**config.mk**
```make
export PLATFORM = sky130hd
export DESIGN_NAME = timer_arbiter_flat
export DESIGN_NICKNAME = d
export VERILOG_FILES = /design/src/rtl/timer_arb_pkg.sv /design/src/rtl/timer_arbiter_if.sv /design/src/rtl/timer_arbiter_rr_picker.sv /design/src/rtl/timer_arbiter.sv /design/src/flat_wrapper.sv
export SDC_FILE = /design/constraint.sdc
export NUM_CORES = 1
export LEC_CHECK = 0
export BUFFER_PORTS_ARGS = -buffer_cell sky130_fd_sc_hd__buf_2
export CORE_ASPECT_RATIO = 0.5
export CORE_MARGIN = 3
export CORE_UTILIZATION = 50
export CTS_CLUSTER_DIAMETER = 30
export CTS_CLUSTER_SIZE = 8
export DETAILED_ROUTE_END_ITERATION = 8
export PLACE_DENSITY = 0.76
export SLEW_MARGIN = 0
export SYNTH_ARGS = -nofsm -noshare
export SYNTH_HDL_FRONTEND = slang
export SYNTH_SLANG_ARGS = --single-unit
```
**constraint.sdc**
```tcl
create_clock -name clk_in -period 2.3 [get_ports clk_in]
set_input_delay 0.115 -clock clk_in [delete_from_list [all_inputs] [get_ports clk_in]]
set_output_delay 0.115 -clock clk_in [all_outputs]
set_load 0.01 [all_outputs]
```
**src/rtl/timer_arb_pkg.sv**
```systemverilog
// timer_arb_pkg: shared state encoding and default sizing for the timer arbiter slice
package timer_arb_pkg;
  localparam int DEF_NUM_REQ = 4;
  localparam int DEF_VALUE_W = 6;
  typedef enum logic [1:0] {IDLE, START, WAIT, DONE} state_t;
endpackage

```
**src/rtl/timer_arbiter_if.sv**
```systemverilog
// timer_arbiter_if: requester bundle and timer handshake between the arbiter and its parent
interface timer_arbiter_if
  import timer_arb_pkg::*;
#(
  parameter int NUM_REQ = DEF_NUM_REQ,
  parameter int VALUE_W = DEF_VALUE_W,
  parameter int ID_W = $clog2(NUM_REQ)
) ();
  logic [NUM_REQ-1:0] req_in;
  logic [NUM_REQ-1:0] cancel_in;
  logic [NUM_REQ*VALUE_W-1:0] value_in;
  logic [NUM_REQ-1:0] busy_out;
  logic [NUM_REQ-1:0] done_out;
  logic active_out;
  logic [ID_W-1:0] owner_out;
  logic timer_start_out;
  logic [VALUE_W-1:0] timer_value_out;
  logic timer_expired_in;
  modport slave (
    input req_in, cancel_in, value_in, timer_expired_in,
    output busy_out, done_out, active_out, owner_out, timer_start_out, timer_value_out
  );
  modport master (
    output req_in, cancel_in, value_in, timer_expired_in,
    input busy_out, done_out, active_out, owner_out, timer_start_out, timer_value_out
  );
endinterface

```
**src/rtl/timer_arbiter_rr_picker.sv**
```systemverilog
// rr_picker: combinational round-robin search for the first pending bit after the pointer
module rr_picker #(
  parameter int N = 4,
  parameter int W = $clog2(N)
) (
  input  logic [N-1:0] pending,
  input  logic [W-1:0] ptr,
  output logic         found,
  output logic [W-1:0] idx
);
  logic [W-1:0] cand;
  // Scan from the farthest offset down so the nearest pending slot is written last.
  always_comb begin
    found = |pending;
    idx = '0;
    cand = '0;
    for (int k = N; k >= 1; k--) begin
      cand = W'((int'(ptr) + k) % N);
      idx = pending[cand] ? cand : idx;
    end
  end
endmodule

```
**src/rtl/timer_arbiter.sv**
```systemverilog
// timer_arbiter: round-robin sharing of one countdown timer among requesters, with done pulses on expiry
module timer_arbiter
  import timer_arb_pkg::*;
#(
  parameter int NUM_REQ = DEF_NUM_REQ,
  parameter int VALUE_W = DEF_VALUE_W,
  parameter int ID_W = $clog2(NUM_REQ)
) (
  input logic clk_in,
  input logic rst_in,
  timer_arbiter_if.slave bus
);
  state_t state, state_n;
  logic [NUM_REQ-1:0] pending, pending_n, grant_mask, owner_mask;
  logic [VALUE_W-1:0] vals [NUM_REQ];
  logic [VALUE_W-1:0] cur_val;
  logic [ID_W-1:0] owner, ptr, pick;
  logic exp_q, found, active, owner_cancel, exp_edge, grant;
  rr_picker #(.N(NUM_REQ), .W(ID_W)) u_pick (
    .pending(pending),
    .ptr(ptr),
    .found(found),
    .idx(pick)
  );
  always_comb begin
    active = state == START || state == WAIT;
    owner_mask = NUM_REQ'(1) << owner;
    owner_cancel = active && bus.cancel_in[owner];
    exp_edge = bus.timer_expired_in & ~exp_q;
    grant = state == IDLE && found;
    grant_mask = grant ? NUM_REQ'(1) << pick : '0;
    // Cancel is applied last so it beats a same-cycle request.
    pending_n = ((pending & ~grant_mask) | bus.req_in) & ~bus.cancel_in;
    state_n = state;
    unique case (state)
      IDLE:    state_n = found ? START : IDLE;
      START:   state_n = owner_cancel ? IDLE : WAIT;
      WAIT:    state_n = owner_cancel ? IDLE : exp_edge ? DONE : WAIT;
      default: state_n = IDLE;
    endcase
  end
  assign bus.active_out = active;
  assign bus.owner_out = owner;
  assign bus.timer_start_out = state == START;
  assign bus.timer_value_out = state == START ? cur_val : '0;
  assign bus.done_out = state == DONE ? owner_mask : '0;
  assign bus.busy_out = pending | (active ? owner_mask : '0);
  always_ff @(posedge clk_in) begin
    if (rst_in) begin
      state <= IDLE;
      pending <= '0;
      owner <= '0;
      cur_val <= '0;
      ptr <= ID_W'(NUM_REQ - 1);
      exp_q <= 1'b0;
      for (int i = 0; i < NUM_REQ; i++) vals[i] <= '0;
    end else begin
      state <= state_n;
      pending <= pending_n;
      exp_q <= bus.timer_expired_in;
      for (int i = 0; i < NUM_REQ; i++)
        if (bus.req_in[i]) vals[i] <= bus.value_in[i*VALUE_W +: VALUE_W];
      if (grant) begin
        owner <= pick;
        cur_val <= vals[pick];
        ptr <= pick;
      end
    end
  end
endmodule

```
**src/flat_wrapper.sv**
```systemverilog
// flat-port wrapper written by rule: the top's interface ports become plain ports
module timer_arbiter_flat import timer_arb_pkg::*;
#(
  parameter int NUM_REQ = DEF_NUM_REQ,
  parameter int VALUE_W = DEF_VALUE_W,
  parameter int ID_W = $clog2(NUM_REQ)
)
  (clk_in, rst_in, bus_req_in, bus_cancel_in, bus_value_in, bus_timer_expired_in, bus_busy_out, bus_done_out, bus_active_out, bus_owner_out, bus_timer_start_out, bus_timer_value_out);
  timer_arbiter_if #(.NUM_REQ(NUM_REQ), .VALUE_W(VALUE_W), .ID_W(ID_W)) bus_i ();
  input logic clk_in;
  input logic rst_in;
  input wire logic [$bits(bus_i.req_in)-1:0] bus_req_in;
  input wire logic [$bits(bus_i.cancel_in)-1:0] bus_cancel_in;
  input wire logic [$bits(bus_i.value_in)-1:0] bus_value_in;
  input wire logic [$bits(bus_i.timer_expired_in)-1:0] bus_timer_expired_in;
  output wire logic [$bits(bus_i.busy_out)-1:0] bus_busy_out;
  output wire logic [$bits(bus_i.done_out)-1:0] bus_done_out;
  output wire logic [$bits(bus_i.active_out)-1:0] bus_active_out;
  output wire logic [$bits(bus_i.owner_out)-1:0] bus_owner_out;
  output wire logic [$bits(bus_i.timer_start_out)-1:0] bus_timer_start_out;
  output wire logic [$bits(bus_i.timer_value_out)-1:0] bus_timer_value_out;
  assign bus_i.req_in = bus_req_in;
  assign bus_i.cancel_in = bus_cancel_in;
  assign bus_i.value_in = bus_value_in;
  assign bus_i.timer_expired_in = bus_timer_expired_in;
  assign bus_busy_out = bus_i.busy_out;
  assign bus_done_out = bus_i.done_out;
  assign bus_active_out = bus_i.active_out;
  assign bus_owner_out = bus_i.owner_out;
  assign bus_timer_start_out = bus_i.timer_start_out;
  assign bus_timer_value_out = bus_i.timer_value_out;
  timer_arbiter #(.NUM_REQ(NUM_REQ), .VALUE_W(VALUE_W), .ID_W(ID_W)) u_core (.clk_in(clk_in), .rst_in(rst_in), .bus(bus_i));
endmodule
```
==> key figures, run 1 <==
Run status
  • Run status: finished clean

Pwr
  • Leak pwr: 1.11 nW
  • Pwr dens: 694 mW/mm²
  • Worst vdd ir: 0.341 mV

Placement
  • DP Worst Slack: 402 ps
  • HPWL Detailed: 3450 µm
  • Number of I/O port buffers: 52
  • GP Congestion: 0.854
  • Inst Count DP: 284

Hold path
  • Hold WC Path Type: input pin to flip-flop
  • Hold EP: u_core.pending[3]
  • Worst hold stages: 2
  • Hold_sp: bus_cancel_in[3]

Global route
  • Grt ovf: 0
  • Pin count of the biggest net entering global routing: 25
  • Met1 Resource Use GR: 0.279
  • GRT busiest layer: met2
  • Global routing usage on met3: 0.0691
  • First-pass GRT wire length: 7030 µm
  • Antenna violations before repair: 0
  • Vias in the first global route: 1431
  • Met2 GRT Util: 0.289
  • GRT Util Overall: 0.195

Die
  • Row cnt: 15
  • Core box area: 0.00366 mm²
  • Starting Density: 0.557
  • Die ar.: 0.00493 mm²
  • Die width: 96.3 µm
  • # IOs: 53
  • Die height: 51.2 µm

Critical path
  • Slowest CP cell: a31oi_2
  • Buffers plus inverters on the worst setup path: 2
  • Top delay family on crit path: compound AO/OA/AOI/OAI gates
  • Crit path capture type: flip-flop
  • Maximum fanout along the worst path: 10
  • R2R cell count: 7
  • Crit path from: u_core.state[0]
  • Critical Path AT: 2120 ps
  • Critical path cell sequence: inv_1 -> ha_1 -> inv_1 -> a31oi_2 -> nand2_1 -> a211oi_1 -> a211oi_1
  • Worst flop-to-flop path startpoint: u_core.state[0]
  • R2R setup slack: 330 ps
  • Critical path class: flip-flop to flip-flop
  • Worst r2r dst: u_core.cur_val[2]
  • Critical Path RT: 2460 ps
  • Startpoint Class: flip-flop
  • CP max stage delay: 380 ps

Yosys
  • Synth Instances: 185
  • Seq/Total Area, Yosys: 0.520
  • Post-synth EDFFs: 24
  • Synth Register Bits: 41
  • Mapped cell area: 0.00204 mm²
  • Ys async rst share: 0
  • Synth Flop Type: edfxtp_1
  • Yosys warns: 0
  • Syn Area/Cell: 11.0 µm²
  • Yosys cell types: 37
  • Net count after synthesis: 224

Timing
  • Slew Viols, Final: 0
  • Max-slew headroom: 0.676
  • Setup Skew: 2.80 ps
  • Period Utilization, post-route: 0.854
  • RSZ-0062 raised after global routing: false
  • Setup TNS Final: 0 ps
  • Fmax: 509 MHz
  • Worst hold slack: 29.0 ps
  • Final number of setup-violating endpoints: 0
  • Setup slack after layout: 335 ps
  • Final hold violation count: 0
  • Tmin final: 1970 ps
  • Worst-Margin Slew: 486 ps

Clock network
  • CTS Sinks: 41
  • Clk buf depth: 2
  • Number of setup buffers added after CTS: 0
  • H-tree Lvls: 2
  • CTS clk-pin slew, worst paths: 80 ps
  • Clk Tree Root Cell: clkbuf_8
  • CTS tree: yes
  • CTS buffer count: 5
  • Skew-Pair Late Insertion Delay: 290 ps

Detailed routing
  • 1st-pass router iterations: 4
  • Routed WL: 4480 µm
  • Vias: 1573
  • DRC: 0
  • DRT iter0 DRCs: 116
  • Final antenna-violating net count: 0
  • Vias per Instance: 5.35
  • Avg WL per Cell: 15.2 µm

Cells and area
  • Fill cells: 302
  • Share of layout cells above drive strength 1: 0.309
  • Nets: 281
  • Diodes inserted: 0
  • Layout Cells excl Fill: 294
  • Area delta synth->final: 20.2%

Run
  • Max Cap Viol: 0
[synth_stat cells (2+ instances only)]
master,instances,share of area
mux2i_1,7,0.034
inv_1,14,0.026
ha_1,4,0.025
o21ai_0,4,0.0098
clkbuf_1,3,0.0055
and3_1,2,0.0061
a21o_1,2,0.0074
a31o_2,2,0.0086
a21oi_1,4,0.0098
or2_2,4,0.012
o21bai_1,7,0.026
buf_6,2,0.011
nand2_1,7,0.013
edfxtp_1,24,0.35
nor2b_1,2,0.0061
a211oi_1,22,0.081
dfxtp_1,17,0.17
nor2_1,10,0.018
and2_1,30,0.092
[worst max-delay path by stage]
stage	end	slack (ps)	depth (start not counted)
floorplan	u_core.cur_val[0]	790	7
CTS	u_core.cur_val[2]	370	7
finish	u_core.cur_val[2]	330	7
global placement	u_core.cur_val[2]	460	7
detailed placement	u_core.cur_val[2]	400	7
global route	u_core.cur_val[2]	170	5
[stage by stage]
stage	cell area, µm²	utilization	power, mW
floorplan	2040	-	1.12
global placement	2340	0.639	1.22
global route	2450	0.670	1.80
detailed placement	2340	0.639	1.23
CTS	2450	0.670	1.71
finish	2450	0.670	1.70
[report_power, final]
group	switching (mW)	leakage, nW	internal [mW]
Combinational	0.178	0.668	0.140
Sequential	0.0481	0.398	0.850
Clock	0.266	0.0447	0.219
[flip-flops by register name, indices dropped and copies added, names as in the netlist]
signal / flops
u_core.bus.owner_out: 2
u_core.cur_val: 6
u_core.exp_q: 1
u_core.pending: 4
u_core.ptr: 2
u_core.state: 2
u_core.vals: 24
[cells by family (layout without fill, tap and decap cells)]
group,Yosys count,in the layout,share of synthesized area
flops,41,41,0.520
buf+inv,20,78,0.0442
simple gates,60,60,0.166
mux,8,8,0.0454
fa+ha+maj,4,4,0.0245
compound gates,52,52,0.199
[worst reg2reg max path, cell delays in order (launching register included)]
cell	delay, ps
dfxtp_1	340
inv_1	100
ha_1	200
inv_1	60
a31oi_2	380
nand2_1	330
a211oi_1	340
a211oi_1	90
[routing by layer]
metal  part of all wire  routed length [µm]
met1               0.47                2090
met5                  0                   0
met2               0.45                2010
met4             0.0027                  12
met3              0.082                 367
[layout by cell type, fill, tap and decap left out, types with 4 or more instances in the layout]
| cell | n |
|---|---|
| a211oi_1 | 22 |
| mux2i_1 | 7 |
| o21bai_1 | 7 |
| and2_1 | 30 |
| ha_1 | 4 |
| or2_2 | 4 |
| nand2_1 | 7 |
| inv_1 | 14 |
| dfxtp_1 | 17 |
| clkbuf_8 | 5 |
| nor2_1 | 10 |
| o21ai_0 | 4 |
| buf_2 | 52 |
| a21oi_1 | 4 |
| edfxtp_1 | 24 |
[area by class of cell]
cell class                 instances  area [µm²]  area share
sequential                        41        1060       0.433
multi-input combinational        124         888       0.362
clock buffer                       5        68.8      0.0281
clock inverter                     3        25.0      0.0102
timing repair buffer              55         288       0.117
inverter                          15        56.3      0.0230
tap                               51        63.8      0.0260
[what timing repair did]
| item | in CTS | in global routing |
|---|---|---|
| gates resized for setup | 0 | 0 |
| hold endpoints to repair | 2 | 0 |
| hold buffers | 2 | 0 |
| setup endpoints to repair | 0 | 0 |
Power figures use the tool's default switching activity.
==> run 2: changes to the inputs <==
Settings changed: CAP_MARGIN set to 10, REMOVE_ABC_BUFFERS set to 1.
==> key figures, run 2 (synthesis results as in run 1) <==
Run status
  • Run status: finished clean

Timing
  • Fmax: 530 MHz
  • Worst-Margin Slew: 513 ps
  • Setup TNS Final: 0 ps
  • Setup slack after layout: 415 ps
  • Final number of setup-violating endpoints: 0
  • Tmin final: 1890 ps
  • Setup Skew: 3.11 ps
  • Max-slew headroom: 0.657
  • Slew Viols, Final: 0
  • Period Utilization, post-route: 0.820
  • RSZ-0062 raised after global routing: false
  • Final hold violation count: 0

Global route
  • Vias in the first global route: 1455
  • First-pass GRT wire length: 7020 µm
  • GRT busiest layer: met2
  • Met2 GRT Util: 0.294
  • Met1 Resource Use GR: 0.270
  • GRT Util Overall: 0.188
  • Grt ovf: 0
  • Antenna violations before repair: 0
  • Global routing usage on met3: 0.0353
  • Pin count of the biggest net entering global routing: 25

Detailed routing
  • Vias: 1587
  • Vias per Instance: 5.40
  • DRC: 0
  • Final antenna-violating net count: 0
  • Routed WL: 4470 µm
  • DRT iter0 DRCs: 180
  • Avg WL per Cell: 15.2 µm
  • 1st-pass router iterations: 4

Pwr
  • Leak pwr: 1.11 nW
  • Pwr dens: 691 mW/mm²
  • Worst vdd ir: 0.304 mV

Die
  • Die width: 96.3 µm
  • # IOs: 53
  • Core box area: 0.00366 mm²
  • Die ar.: 0.00493 mm²
  • Row cnt: 15
  • Die height: 51.2 µm
  • Starting Density: 0.557

Critical path
  • Maximum fanout along the worst path: 10
  • Crit path from: u_core.state[0]
  • Crit path capture type: flip-flop
  • Critical Path AT: 2040 ps
  • Critical path class: flip-flop to flip-flop
  • Critical Path RT: 2460 ps
  • Startpoint Class: flip-flop
  • CP max stage delay: 370 ps
  • Worst flop-to-flop path startpoint: u_core.state[0]
  • Slowest CP cell: a31oi_2
  • Critical path cell sequence: inv_1 -> ha_1 -> inv_1 -> a31oi_2 -> nand2_1 -> a211oi_1 -> a211oi_1

Run
  • Max Cap Viol: 0

Hold path
  • Hold_sp: bus_cancel_in[3]
  • Hold WC Path Type: input pin to flip-flop

Clock network
  • Clk Tree Root Cell: clkbuf_8
  • CTS tree: yes
  • Post-CTS Resized: 0
  • Skew-Pair Late Insertion Delay: 290 ps
  • Number of setup buffers added after CTS: 0
  • CTS Sinks: 41
  • CTS buffer count: 5
  • Clk buf depth: 2
  • H-tree Lvls: 2
  • Number of hold buffers added after cts: 2
  • CTS clk-pin slew, worst paths: 80 ps

Cells and area
  • Footprint of the multi-input gates: 888 µm²
  • Nets: 281
  • Biggest regs: u_core.vals x24, u_core.cur_val x6, u_core.pending x4
  • Top reg by flops: u_core.vals
  • Most frequent cells in the layout: buf_2 (52), and2_1 (30), edfxtp_1 (24)
  • Largest register FFs: 24
  • Diodes inserted: 0
  • Most common cell after layout, fill and taps aside: buf_2
  • Register area: 0.00106 mm²
  • Share of layout cells above drive strength 1: 0.309
  • Area delta synth->final: 20.0%
  • Fill cells: 289

Placement
  • GP Congestion: 0.895
  • DP Worst Slack: 450 ps
  • HPWL Detailed: 3500 µm
  • Number of I/O port buffers: 52
-- run 2: cell count changes in the layout (fill, tap and decap cells not counted) --
cell,delta
clkinv_4,-1
clkinv_2,+1
-- run 2: metrics by stage --
stage | hold slack, ps | utilization | cell area (µm²) | cells | power, mW
3_5_place_dp | 304 | 0.639 | 2340 | 284 | 1.23
2_1_floorplan | 184 | - | 2010 | 180 | 1.10
6_report | 7.61 | 0.669 | 2450 | 294 | 1.69
5_1_grt | 2.97 | 0.669 | 2450 | 294 | 1.77
4_1_cts | 1.49 | 0.669 | 2450 | 294 | 1.70
3_3_place_gp | 305 | 0.639 | 2340 | 284 | 1.22
-- run 2: final timing paths --
check,endpoint,slack (ps),depth (start not counted)
worst min register to register,u_core.state[0],500,2
worst min-delay path,u_core.pending[3],8,2
worst max register to register,u_core.cur_val[0],410,7
worst max-delay path,u_core.cur_val[0],410,7
-- run 2: cell type report --
| class | instances | share of cell area |
|---|---|---|
| sequential | 41 | 0.434 |
| inverter | 15 | 0.0230 |
| multi-input combinational | 124 | 0.363 |
| clock inverter | 3 | 0.00869 |
| tap | 51 | 0.0261 |
| clock buffer | 5 | 0.0281 |
| timing repair buffer | 55 | 0.118 |
-- run 2: layer usage --
metal  wire (µm)  vias up
li1            -      777
met1        2150      740
met2        1960       64
met3         323        6
met4          40        0
met5           0        -
-- run 2: critical path: cells and delay by family, from the launching register on --
kind | cells | cell delay (ps)
AOI/OAI and AO/OA | 3 | 740
adders and majority gates | 1 | 190
buffers and inverters | 2 | 150
DFF | 1 | 330
and+or+nand+nor | 1 | 330
-- run 2: where the power goes --
group	switching (mW)	leakage, nW	internal [mW]
Clock	0.256	0.0445	0.215
Combinational	0.179	0.668	0.140
Sequential	0.0498	0.398	0.850
Total	0.485	1.11	1.21
==> run 3: changes to the inputs <==
Settings changed: ABC_AREA set to 1, CORE_UTILIZATION 50 to 48.
Clock period 2.3 ns to 1.59 ns, I/O delays scaled along.
==> key figures, run 3 <==
Run status
  • Run status: complete, but fails checks
  • Violated checks: negative setup slack

Timing
  • Worst-Margin Slew: 311 ps
  • Period Utilization, post-route: 1.07
  • Max-slew headroom: 0.793
  • Setup Skew: 3.70 ps
  • Setup slack after layout: -113 ps
  • Final hold violation count: 0
  • Slew Viols, Final: 0
  • Setup TNS Final: -424 ps
  • Tmin final: 1700 ps
  • Final number of setup-violating endpoints: 7
  • RSZ-0062 raised after global routing: true
  • Fmax: 587 MHz

Run
  • Max Cap Viol: 0

Yosys
  • Combinational family with the most area after synthesis: simple AND/OR/NAND/NOR gates
  • Count leader, synth: nor2_1
  • Syn Area/Cell: 7.50 µm²
  • Synth Flop Type: edfxtp_1
  • Multiplexer share of the synthesized area: 0
  • Top post-synthesis cells by count: nor2_1 (59), nand2_1 (56), inv_1 (54), edfxtp_1 (24), nand3_1 (18)
  • Main area contributors after synthesis: edfxtp_1 (33%), dfxtp_1 (15%), nor2_1 (10%)
  • Adder-cell area share of the yosys netlist: 0.0227
  • Yosys warns: 0
  • Synth Register Bits: 41
  • Synth Instances: 294
  • Xor-xnor portion of the synthesized cell area: 0
  • Synth Area in Compound Gates: 0.0664
  • Ys async rst share: 0
  • Seq/Total Area, Yosys: 0.481
  • Post-Synth Simple-Gate Area: 0.302
  • Mapped cell area: 0.00220 mm²
  • Yosys cell types: 27
  • Post-synth top area share: 0.327
  • Post-synth EDFFs: 24
  • Cell accounting for the most synthesized area: edfxtp_1

Global route
  • Grt ovf: 0
  • Vias in the first global route: 1907
  • Pin count of the biggest net entering global routing: 22
  • GRT Util Overall: 0.202
  • Antenna violations before repair: 0
  • First-pass GRT wire length: 8340 µm

Pwr
  • Sw Pwr: 1.05 mW
  • Reg power frac: 0.427
  • Switching fraction of total power: 0.346
  • Clock power share: 0.240
  • Total power: 3.04 mW
  • Combinational power share: 0.333
  • Leak pwr: 1.52 nW
  • Worst vdd ir: 0.579 mV
  • Pwr dens: 1040 mW/mm²
  • P_int: 1.99 mW

Cells and area
  • Nets: 407
  • Share of layout cells above drive strength 1: 0.347
  • Fill cells: 316
  • Largest register FFs: 24
  • Layout Cells excl Fill: 423
  • Area delta synth->final: 32.5%
  • Diodes inserted: 0
  • Top reg by flops: u_core.vals
  • Fin area: 0.00292 mm²
  • Most frequent cells in the layout: nor2_1 (57), inv_1 (52), buf_2 (52)
  • Biggest regs: u_core.vals x24, u_core.cur_val x6, u_core.pending x4
  • Most common cell after layout, fill and taps aside: nor2_1

Die
  • Die width: 102 µm
  • # IOs: 53
  • Starting Density: 0.532
  • Core box area: 0.00414 mm²
  • Die ar.: 0.00549 mm²
  • Row cnt: 16
  • Die height: 53.9 µm

Critical path
  • Critical Path AT: 1900 ps
  • Critical Path RT: 1790 ps
  • Critical path class: flip-flop to flip-flop
  • R2R cell count: 14
  • Maximum fanout along the worst path: 7
  • R2R setup slack: -110 ps
  • Startpoint Class: flip-flop
  • Crit path capture type: flip-flop

Clock network
  • Clk Tree Root Cell: clkbuf_8
  • CTS buffer count: 5
  • H-tree Lvls: 2
  • CTS clk-pin slew, worst paths: 80 ps
  • CTS tree: yes
  • Skew-Pair Late Insertion Delay: 300 ps
  • Number of setup buffers added after CTS: 0
  • Clk buf depth: 2
  • CTS Sinks: 41

Detailed routing
  • 1st-pass router iterations: 5
  • DRT iter0 DRCs: 153
  • Routed WL: 5640 µm
  • Vias: 2092
  • Vias per Instance: 4.95
  • Final antenna-violating net count: 0
  • Avg WL per Cell: 13.3 µm
  • DRC: 0

Placement
  • HPWL Detailed: 4030 µm
  • Placed Area: 0.00263 mm²
  • GP Congestion: 0.805
  • Number of I/O port buffers: 52
  • Inst Count DP: 412

Hold path
  • Hold WC Path Type: input pin to flip-flop
  • Worst hold stages: 4
## run 3: cell types whose count changed after synthesis, moves of 4 or more
| cell | previous run | this run |
|---|---|---|
| inv_2 | 1 | 5 |
| nand2_2 | 0 | 6 |
| o21bai_1 | 7 | 0 |
| mux2i_1 | 7 | 0 |
| nand3_1 | 0 | 18 |
| and2_1 | 30 | 0 |
| a21oi_1 | 4 | 8 |
| inv_1 | 14 | 54 |
| nor2_1 | 10 | 59 |
| nand2_1 | 7 | 56 |
| nand4_1 | 0 | 7 |
| o21ai_0 | 4 | 10 |
| a211oi_1 | 22 | 0 |
## run 3: path summary, 6_finish.rpt
kind	from	end
worst max register to register	u_core.ptr[0]	u_core.cur_val[4]
worst max-delay path	u_core.ptr[0]	u_core.cur_val[4]
worst min-delay path	bus_cancel_in[3]	u_core.pending[3]
worst min register to register	u_core.exp_q	u_core.state[0]
## run 3: area by class of cell
type | count | area (µm²) | area share
Multi-Input combinational cell | 186 | 1000 | 0.344
Inverter | 61 | 239 | 0.0818
Tap cell | 54 | 67.6 | 0.0231
Clock inverter | 2 | 12.5 | 0.00428
Timing Repair Buffer | 73 | 447 | 0.153
Sequential cell | 41 | 1070 | 0.365
Clock buffer | 6 | 82.6 | 0.0283
## run 3: power groups by stage
| stage | clock [mW] | sequential (mW) | combinational [mW] |
|---|---|---|---|
| 6_report | 0.729 | 1.30 | 1.01 |
| 4_1_cts | 0.726 | 1.29 | 0.843 |
| 3_3_place_gp | 0 | 1.31 | 0.777 |
| 5_1_grt | 0.773 | 1.31 | 1.12 |
| 2_1_floorplan | 0 | 1.31 | 0.508 |
| 3_5_place_dp | 0 | 1.31 | 0.804 |
## run 3: stage by stage
| step | utilization | worst slack (ps) | hold slack (ps) |
|---|---|---|---|
| after floorplan | - | -67.0 | 149 |
| after global placement | 0.634 | -141 | 293 |
| after detailed placement | 0.634 | -192 | 310 |
| after CTS | 0.670 | -41.2 | 30.1 |
| after global routing | 0.705 | -203 | 38.3 |
| final | 0.705 | -113 | 28.9 |
## run 3: repair_timing
action	CTS	global route
pin swaps	6	18
setup endpoints to repair	12	18
hold buffers	1	0
endpoints found under the hold margin	1	0
resized for setup	11	41
cloned	0	2
## run 3: logic make-up after synthesis
| family | after synthesis |
|---|---|
| buffers and inverters | 68 |
| AO/OA/AOI/OAI | 27 |
| adder cells (fa/ha/maj) | 4 |
| AND/OR/NAND/NOR | 154 |
| flip-flops | 41 |
## run 3: worst max-delay path, cell delays in order, from the launching register on
cell	delay (ps)
dfxtp_2	330
buf_6	130
inv_8	70
nand2_2	60
nand2_2	100
nand2_2	70
nand2_2	80
nand2_4	70
nand2_4	80
nand2_8	80
buf_6	140
nand4_1	110
nand3_1	100
nor2_1	130
nor2_1	50
## run 3: metal layers
metal / GRT usage / vias up / part of all wire
met5: 0 / - / 0
met4: 0.100 / 0 / 0.015
met3: 0.0323 / 9 / 0.062
met2: 0.343 / 77 / 0.46
met1: 0.258 / 942 / 0.47
li1: - / 1064 / -
